`src/rtl/ma_load_unit.sv`:
```
// ma_load_unit: memory-access stage load handler.
// Captures the bus data-phase word, optionally spends one cycle on EDAC
// correction/detection, extracts and extends the addressed byte/half/word,
// and holds the registered result toward write-back until it is accepted.
module ma_load_unit #(
    parameter int CHECK_EN = 1
) (
    input  logic        s_clk_i,
    input  logic        s_reset_i,
    input  logic        s_flush_i,
    input  logic        s_req_i,
    input  logic [2:0]  s_funct_i,
    input  logic [1:0]  s_addr_i,
    input  logic        s_dp_ready_i,
    input  logic        s_dp_hresp_i,
    input  logic [31:0] s_dp_data_i,
    input  logic [31:0] s_fixed_data_i,
    input  logic [1:0]  s_einfo_i,
    input  logic        s_wb_ready_i,
    output logic [31:0] s_read_data_o,
    output logic [31:0] s_result_o,
    output logic        s_valid_o,
    output logic [1:0]  s_exc_o,
    output logic        s_ce_o,
    output logic        s_busy_o
);

    typedef enum logic [1:0] {
        IDLE  = 2'd0,
        WAIT  = 2'd1,
        CHECK = 2'd2,
        DONE  = 2'd3
    } state_e;

    localparam logic [1:0] EXC_NONE = 2'b00;
    localparam logic [1:0] EXC_EDAC = 2'b01;
    localparam logic [1:0] EXC_BUS  = 2'b10;

    state_e      state_q, state_d;
    logic [2:0]  funct_q, funct_d;
    logic [1:0]  addr_q, addr_d;
    logic [31:0] read_data_q, read_data_d;
    logic [31:0] result_q, result_d;
    logic [1:0]  exc_q, exc_d;
    logic        capture;
    logic        ce_pulse;

    // Pick the addressed byte/half (half ignores addr[0]) and extend it;
    // funct[2] selects zero extension, otherwise sign extension.
    function automatic logic [31:0] extract(input logic [31:0] word,
                                            input logic [2:0]  funct,
                                            input logic [1:0]  addr);
        logic [7:0]  byte_v;
        logic [15:0] half_v;
        logic [31:0] res;
        case (addr)
            2'd0:    byte_v = word[7:0];
            2'd1:    byte_v = word[15:8];
            2'd2:    byte_v = word[23:16];
            default: byte_v = word[31:24];
        endcase
        half_v = addr[1] ? word[31:16] : word[15:0];
        case (funct[1:0])
            2'b00:   res = {{24{byte_v[7] & ~funct[2]}}, byte_v};
            2'b01:   res = {{16{half_v[15] & ~funct[2]}}, half_v};
            default: res = word;
        endcase
        return res;
    endfunction

    // Next-state and datapath update; flush overrides everything, including a capture.
    always_comb begin
        // NOTE: every signal assigned here gets a default first so no path leaves it unassigned, which would infer a latch.
        state_d     = state_q;
        funct_d     = funct_q;
        addr_d      = addr_q;
        read_data_d = read_data_q;
        result_d    = result_q;
        exc_d       = exc_q;
        capture     = 1'b0;
        ce_pulse    = 1'b0;

        case (state_q)
            IDLE: begin
                if (s_req_i) begin
                    funct_d = s_funct_i;
                    addr_d  = s_addr_i;
                    if (s_dp_ready_i) capture = 1'b1;
                    else              state_d = WAIT;
                end
            end
            WAIT: begin
                if (s_dp_ready_i) capture = 1'b1;
            end
            CHECK: begin
                state_d = DONE;
                if (s_einfo_i[1]) begin
                    result_d = extract(s_fixed_data_i, funct_q, addr_q);
                    ce_pulse = 1'b1;
                end else if (s_einfo_i[0]) begin
                    result_d = '0;
                    exc_d    = EXC_EDAC;
                end else begin
                    result_d = extract(read_data_q, funct_q, addr_q);
                end
            end
            DONE: begin
                if (s_wb_ready_i) begin
                    state_d = IDLE;
                    exc_d   = EXC_NONE;
                end
            end
            default: state_d = IDLE;
        endcase

        // A bus error (even with ready in the same cycle) bypasses the EDAC cycle.
        if (capture) begin
            read_data_d = s_dp_data_i;
            if (s_dp_hresp_i) begin
                state_d  = DONE;
                exc_d    = EXC_BUS;
                result_d = '0;
            end else if (CHECK_EN != 0) begin
                state_d = CHECK;
                exc_d   = EXC_NONE;
            end else begin
                state_d  = DONE;
                exc_d    = EXC_NONE;
                result_d = extract(s_dp_data_i, funct_d, addr_d);
            end
        end

        if (s_flush_i) begin
            state_d     = IDLE;
            exc_d       = EXC_NONE;
            funct_d     = funct_q;
            addr_d      = addr_q;
            read_data_d = read_data_q;
            result_d    = result_q;
            ce_pulse    = 1'b0;
        end
    end

    // State and datapath registers.
    always_ff @(posedge s_clk_i or posedge s_reset_i) begin
        // NOTE: sequential state uses non-blocking assignments so all flops update together from pre-edge values.
        if (s_reset_i) begin
            state_q     <= IDLE;
            funct_q     <= '0;
            addr_q      <= '0;
            read_data_q <= '0;
            result_q    <= '0;
            exc_q       <= EXC_NONE;
        end else begin
            state_q     <= state_d;
            funct_q     <= funct_d;
            addr_q      <= addr_d;
            read_data_q <= read_data_d;
            result_q    <= result_d;
            exc_q       <= exc_d;
        end
    end

    // Outputs; busy is forced low while reset is held even if a request is pending.
    always_comb begin
        s_read_data_o = read_data_q;
        s_result_o    = result_q;
        s_valid_o     = (state_q == DONE);
        s_exc_o       = exc_q;
        s_ce_o        = ce_pulse;
        s_busy_o      = 1'b0;
        if (!s_reset_i) begin
            case (state_q)
                IDLE:    s_busy_o = s_req_i;
                WAIT:    s_busy_o = 1'b1;
                CHECK:   s_busy_o = 1'b1;
                DONE:    s_busy_o = ~s_wb_ready_i;
                default: s_busy_o = 1'b0;
            endcase
        end
    end

endmodule

```
`config.mk`:
```
export PLATFORM = sky130hd
export DESIGN_NAME = ma_load_unit
export DESIGN_NICKNAME = d
export VERILOG_FILES = /design/src/rtl/ma_load_unit.sv
export SDC_FILE = /design/constraint.sdc
export NUM_CORES = 1
export LEC_CHECK = 0
export CAP_MARGIN = 20
export CORE_MARGIN = 10
export CORE_UTILIZATION = 49
export CTS_CLUSTER_DIAMETER = 30
export DETAILED_ROUTE_END_ITERATION = 10
export PLACE_DENSITY = 0.85
export SKIP_LAST_GASP = 1
export SYNTH_ARGS = -nofsm -noshare
export SYNTH_HDL_FRONTEND = slang
export SYNTH_SLANG_ARGS = --single-unit
```
`constraint.sdc`:
```
create_clock -name s_clk_i -period 6.15 [get_ports s_clk_i]
set_input_delay 1.845 -clock s_clk_i [delete_from_list [all_inputs] [get_ports s_clk_i]]
set_output_delay 1.845 -clock s_clk_i [all_outputs]
set_load 0.005 [all_outputs]
```
Yosys cells after proc, flatten, opt, wreduce, memory -nomap -nowiden
Index checks and enable logic that the tools add are counted.
- multiplexer cells: 37
- reduce and logical (&&, ||, !) cells: 10
- multipliers: 0
- bitwise logic cells: 7
- equal/unequal tests: 11
- $lt $le $gt $ge: 0
- divide/modulo/power cells: 0
- add/subtract/negate cells: 0
- shift-type cells: 0
- operators with widths (cell ; number):
    two-way mux 32 bit ; 5
    case mux 32 bit (2 select lines) ; 2
    case mux 8 bit (3 select lines) ; 2
    two-way mux 8 bit ; 5
    two-way mux 16 bit ; 2
    two-way mux 2 bit ; 10
    inequality test 4 bit (second input constant) ; 4
    AND reduction 4 bit ; 2
    two-way mux 1 bit ; 7
    equality test 2 x 1 -> 1 bit (second input constant) ; 3
    equality test 2 bit (second input constant) ; 3
    logical NOT 2 bit ; 3
    case mux 2 bit (3 select lines) ; 1
    nonzero test 5 bit ; 1
    AND 1 bit ; 4
    inequality test 4 x 3 -> 1 bit (second input constant) ; 1
    case mux 2 bit (2 select lines) ; 1
    nonzero test 4 bit ; 1
    inverter 1 bit ; 3
    case mux 1 bit (3 select lines) ; 1
    AND reduction 3 bit ; 1
    case mux 1 bit (2 select lines) ; 1
    AND reduction 2 bit ; 1
    OR reduction 2 bit ; 1
- memories: 0
- latch bits: 0
- ROM bits: 0
- register bits: 73
- memory bits (writable): 0

Logic depth before layout (Yosys ltp)
- depth in word-level cells: 12
- mapped depth: 10
- gate-level depth less buffers: 7

Least setup slack after synthesis
No wires, ideal clock.
- path type: input -> output
- start: input s_einfo_i[1]
- end: output s_ce_o
- stages: 4
- data required time: 4.305 ns
- setup slack: 1.819 ns
- arrival time: 2.486 ns
- path through: buf_2 inv_1 clkbuf_1 nor2_1
- cells in the longest elaborated chain, start to end: 3
- RTL lines (what ; RTL line ; source):
    from (decl) ; 18 ; input logic [1:0] s_einfo_i,
    two-way mux 1 bit ; 97 ; if (s_einfo_i[1]) begin
    two-way mux 1 bit ; 83 ; case (state_q)
    two-way mux 1 bit ; 133 ; if (s_flush_i) begin
    to (decl) ; 24 ; output logic s_ce_o,
No other way between the ends.

Final worst setup path
Same ends and word-level chain as after synthesis.

==> flow_metrics.tcl <==
set metrics [dict create \
    hpwl_microns 11200 \
    cts_tree "built" \
    cts_setup_buffers 0 \
    grt_start_max_net_pins 40 \
    antenna_found_initial 2 \
    track_usage_pct 22.3 \
    fp.dieH_microns 112 \
    die_w_microns 112 \
    grt_pass1_vias 4017 \
    crit_required_ns 4.30 \
    top_layer_used "met4" \
    report.final.slew_viol_count 0 \
    synth_cell_type_count 52 \
    finClkSkew_ns 0.00754 \
    rsz0062_at_grt "false" \
    fin_hold_ws_ns 0.480 \
    arrival_ns 3.68 \
    io_pins 147 \
    finalHoldViolations 0 \
    cts_resized 0 \
    hold-path-endpoint "s_result_o[14]" \
    wl_per_cell_microns 22.7 \
    wl_met1_microns 5910 \
    wl_met2_microns 7060 \
    clock.fmax_mhz 181 \
    cts_hold_buf 0 \
    postRouteAntennaNets 0 \
    max-slew-margin-rel_pct 26.4 \
    pwr-share-clk_pct 14.0 \
    port_buffers 146 \
    synth_seq_area_share_pct 43.9 \
    clk_pin_slew_ns 0.08 \
    grt_overflow 0 \
    cts_num_sinks 73 \
    vias_per_cell 6.16 \
    ys_warn_count 0 \
    powerDensity_nw_per_um2 487 \
    htree_levels 3 \
    p_sw_mw 1.12 \
    reg2reg_to "s_result_o[20]" \
    grt_pass1_wl_microns 22800 \
    synth_nets 483 \
    power_mw 2.86 \
    clock_latency_ns 0.36 \
    p_leak_nw 2.42 \
    core_sq_um 8260 \
    hold_class "reg -> reg" \
    worst_slew_pin_slew_ns 1.10 \
    synthToLayoutAreaGrowth_pct 41.2 \
    path_class "in -> out" \
    layout_min_cycle_time_ns 5.52 \
    drcViolationCount 0 \
    drive_gt1_share_pct 16.1 \
    dr.pass1.iters 6 \
    finalCritPeriodShare_pct 89.8 \
    status "complete, no violations" \
    dieArea_sq_um 12600 \
    initial_core_util_pct 50.4 \
    ir_drop_mv 0.285 \
    synth_seq_cells 73 \
    start_kind "input port" \
    min_from "s_result_o[14]" \
    routed_wirelength_microns 14600 \
    holdPathStages 2 \
    r2r_cells 7 \
    setup_tns_ns 0 \
    cp-end-kind "primary output" \
    synthesis.area_sq_um 4170 \
    power_frac_seq_pct 35.7 \
    rows 33 \
    worstPathMaxFanout 13 \
    internal_power_mw 1.74 \
    cts_root_buf "clkbuf_8" \
    place.gp.congestion 0.939 \
    cts_made_buffers 9 \
    wl_met3_microns 1250 \
    synth_enable_flop_cells 0 \
    clockBufferDepth 2 \
    switching_share_pct 39.1 \
    synth.avg_cell_area_sq_um 10.4 \
    drt_iter0_drc 265 \
    vias 3980 \
    rr_startpoint "state_q[0]" \
    pwr-share-comb_pct 50.3 \
    synth_ff_type "dfrtp_1" \
    r2r_setup_slack_ns 2.97 \
    async_flop_share_pct 100 \
    nets 618 \
    synth_cells 399 \
    max_cap_viol_count 0 \
    finalSetupViolations 0 \
]
[critical path, stage by stage]
cell	delay, ns
clkdlybuf4s50_1	0.72
inv_1	0.30
nor2_1	0.25
clkdlybuf4s50_1	0.55
[how the worst max path moves through the flow]
stage	startpoint	to	slack [ns]	cells after the start
detailed placement	s_einfo_i[1]	s_ce_o	0.66	4
global placement	s_einfo_i[1]	s_ce_o	0.75	4
floorplan	s_einfo_i[1]	s_ce_o	1.82	4
finish	s_einfo_i[1]	s_ce_o	0.63	4
global route	s_einfo_i[1]	s_ce_o	0.56	4
CTS	s_einfo_i[1]	s_ce_o	0.65	4
[state kept, by name, summed over array words and instances, names as in the netlist]
name           flops
s_read_data_o     32
s_result_o        32
funct_q            3
addr_q             2
s_exc_o            2
state_q            2
[cell families (layout without fill, tap and decap cells)]
group,Yosys count,after routing,share of synthesized area (%)
DFF,73,73,43.9
other,0,2,0
muxes,63,63,16.9
buffers and inverters,34,174,3.84
and+or+nand+nor,128,128,15.2
AOI/OAI and AO/OA,95,95,18.4
adders and majority gates,6,6,1.80
[layout by cell type, fill, tap and decap left out, drive strengths merged, types with 7 or more instances in the layout]
cell,Yosys,routed
o21a,7,7
mux2,58,58
a211o,8,8
nor2,16,16
nand3,30,30
a21oi,7,7
nor3,19,19
and2,9,9
clkbuf,11,10
dfrtp,73,73
nand2,34,34
a22oi,17,17
o221ai,13,13
clkdlybuf4s50,0,146
inv,5,8
[final cells by class]
class | instances | area, sq um
well taps | 105 | 131
clock buffers | 10 | 138
inverters | 7 | 26.3
flip-flops and latches | 73 | 1830
clock inverters | 6 | 72.6
diodes | 2 | 5.00
fillers | 648 | 2380
multi-input cells | 292 | 2180
repair buffers | 151 | 1500
[layer usage]
| layer | vias to the layer above | global-route usage, % |
|---|---|---|
| met5 | - | 0 |
| met4 | 0 | 8.21 |
| met3 | 34 | 5.91 |
| met2 | 236 | 36.5 |
| met1 | 1921 | 27.6 |
| li1 | 1789 | - |
[synthesized netlist by cell type (2+ instances only)]
cell | number | area (sq um)
clkbuf_1 | 10 | 37.5
dfrtp_1 | 73 | 1830
inv_1 | 5 | 18.8
and2_1 | 9 | 56.3
clkinv_1 | 2 | 7.51
nor3_2 | 2 | 20.0
nand3_1 | 30 | 150
o21ai_0 | 3 | 15.0
o32a_1 | 6 | 60.1
nor3_1 | 17 | 85.1
nor2_1 | 16 | 60.1
a211o_1 | 8 | 70.1
o21a_1 | 7 | 52.6
a22oi_1 | 17 | 128
nor2b_1 | 6 | 37.5
mux2i_1 | 5 | 50.1
nand2_1 | 34 | 128
a221oi_1 | 2 | 17.5
nand4_1 | 2 | 12.5
buf_4 | 2 | 15.0
o221ai_1 | 13 | 114
o311a_1 | 6 | 60.1
o21bai_1 | 2 | 15.0
nand2b_1 | 5 | 31.3
a21oi_1 | 6 | 30.0
nor3b_1 | 2 | 15.0
mux2_2 | 58 | 653
a211oi_1 | 5 | 37.5
o22ai_1 | 6 | 37.5
buf_2 | 13 | 65.1
ha_1 | 6 | 75.1
[through the flow]
step	instances	utilization (%)	area [sq um]	setup slack [ns]
5_1_grt	646	71.2	5880	0.559
3_3_place_gp	627	68.5	5660	0.752
4_1_cts	643	71.0	5870	0.653
3_5_place_dp	627	68.5	5660	0.658
6_report	646	71.2	5880	0.627
2_1_floorplan	399	-	4170	1.82
[power by group through the flow]
stage | clock, mW | combinational (mW) | sequential, mW
after floorplan | 0 | 0.817 | 0.892
after global placement | 0 | 1.39 | 1.01
after detailed placement | 0 | 1.42 | 1.02
after CTS | 0.405 | 1.43 | 1.01
after global routing | 0.429 | 1.55 | 1.06
final | 0.400 | 1.44 | 1.02
No activity file was read; power rests on OpenSTA's default activity.
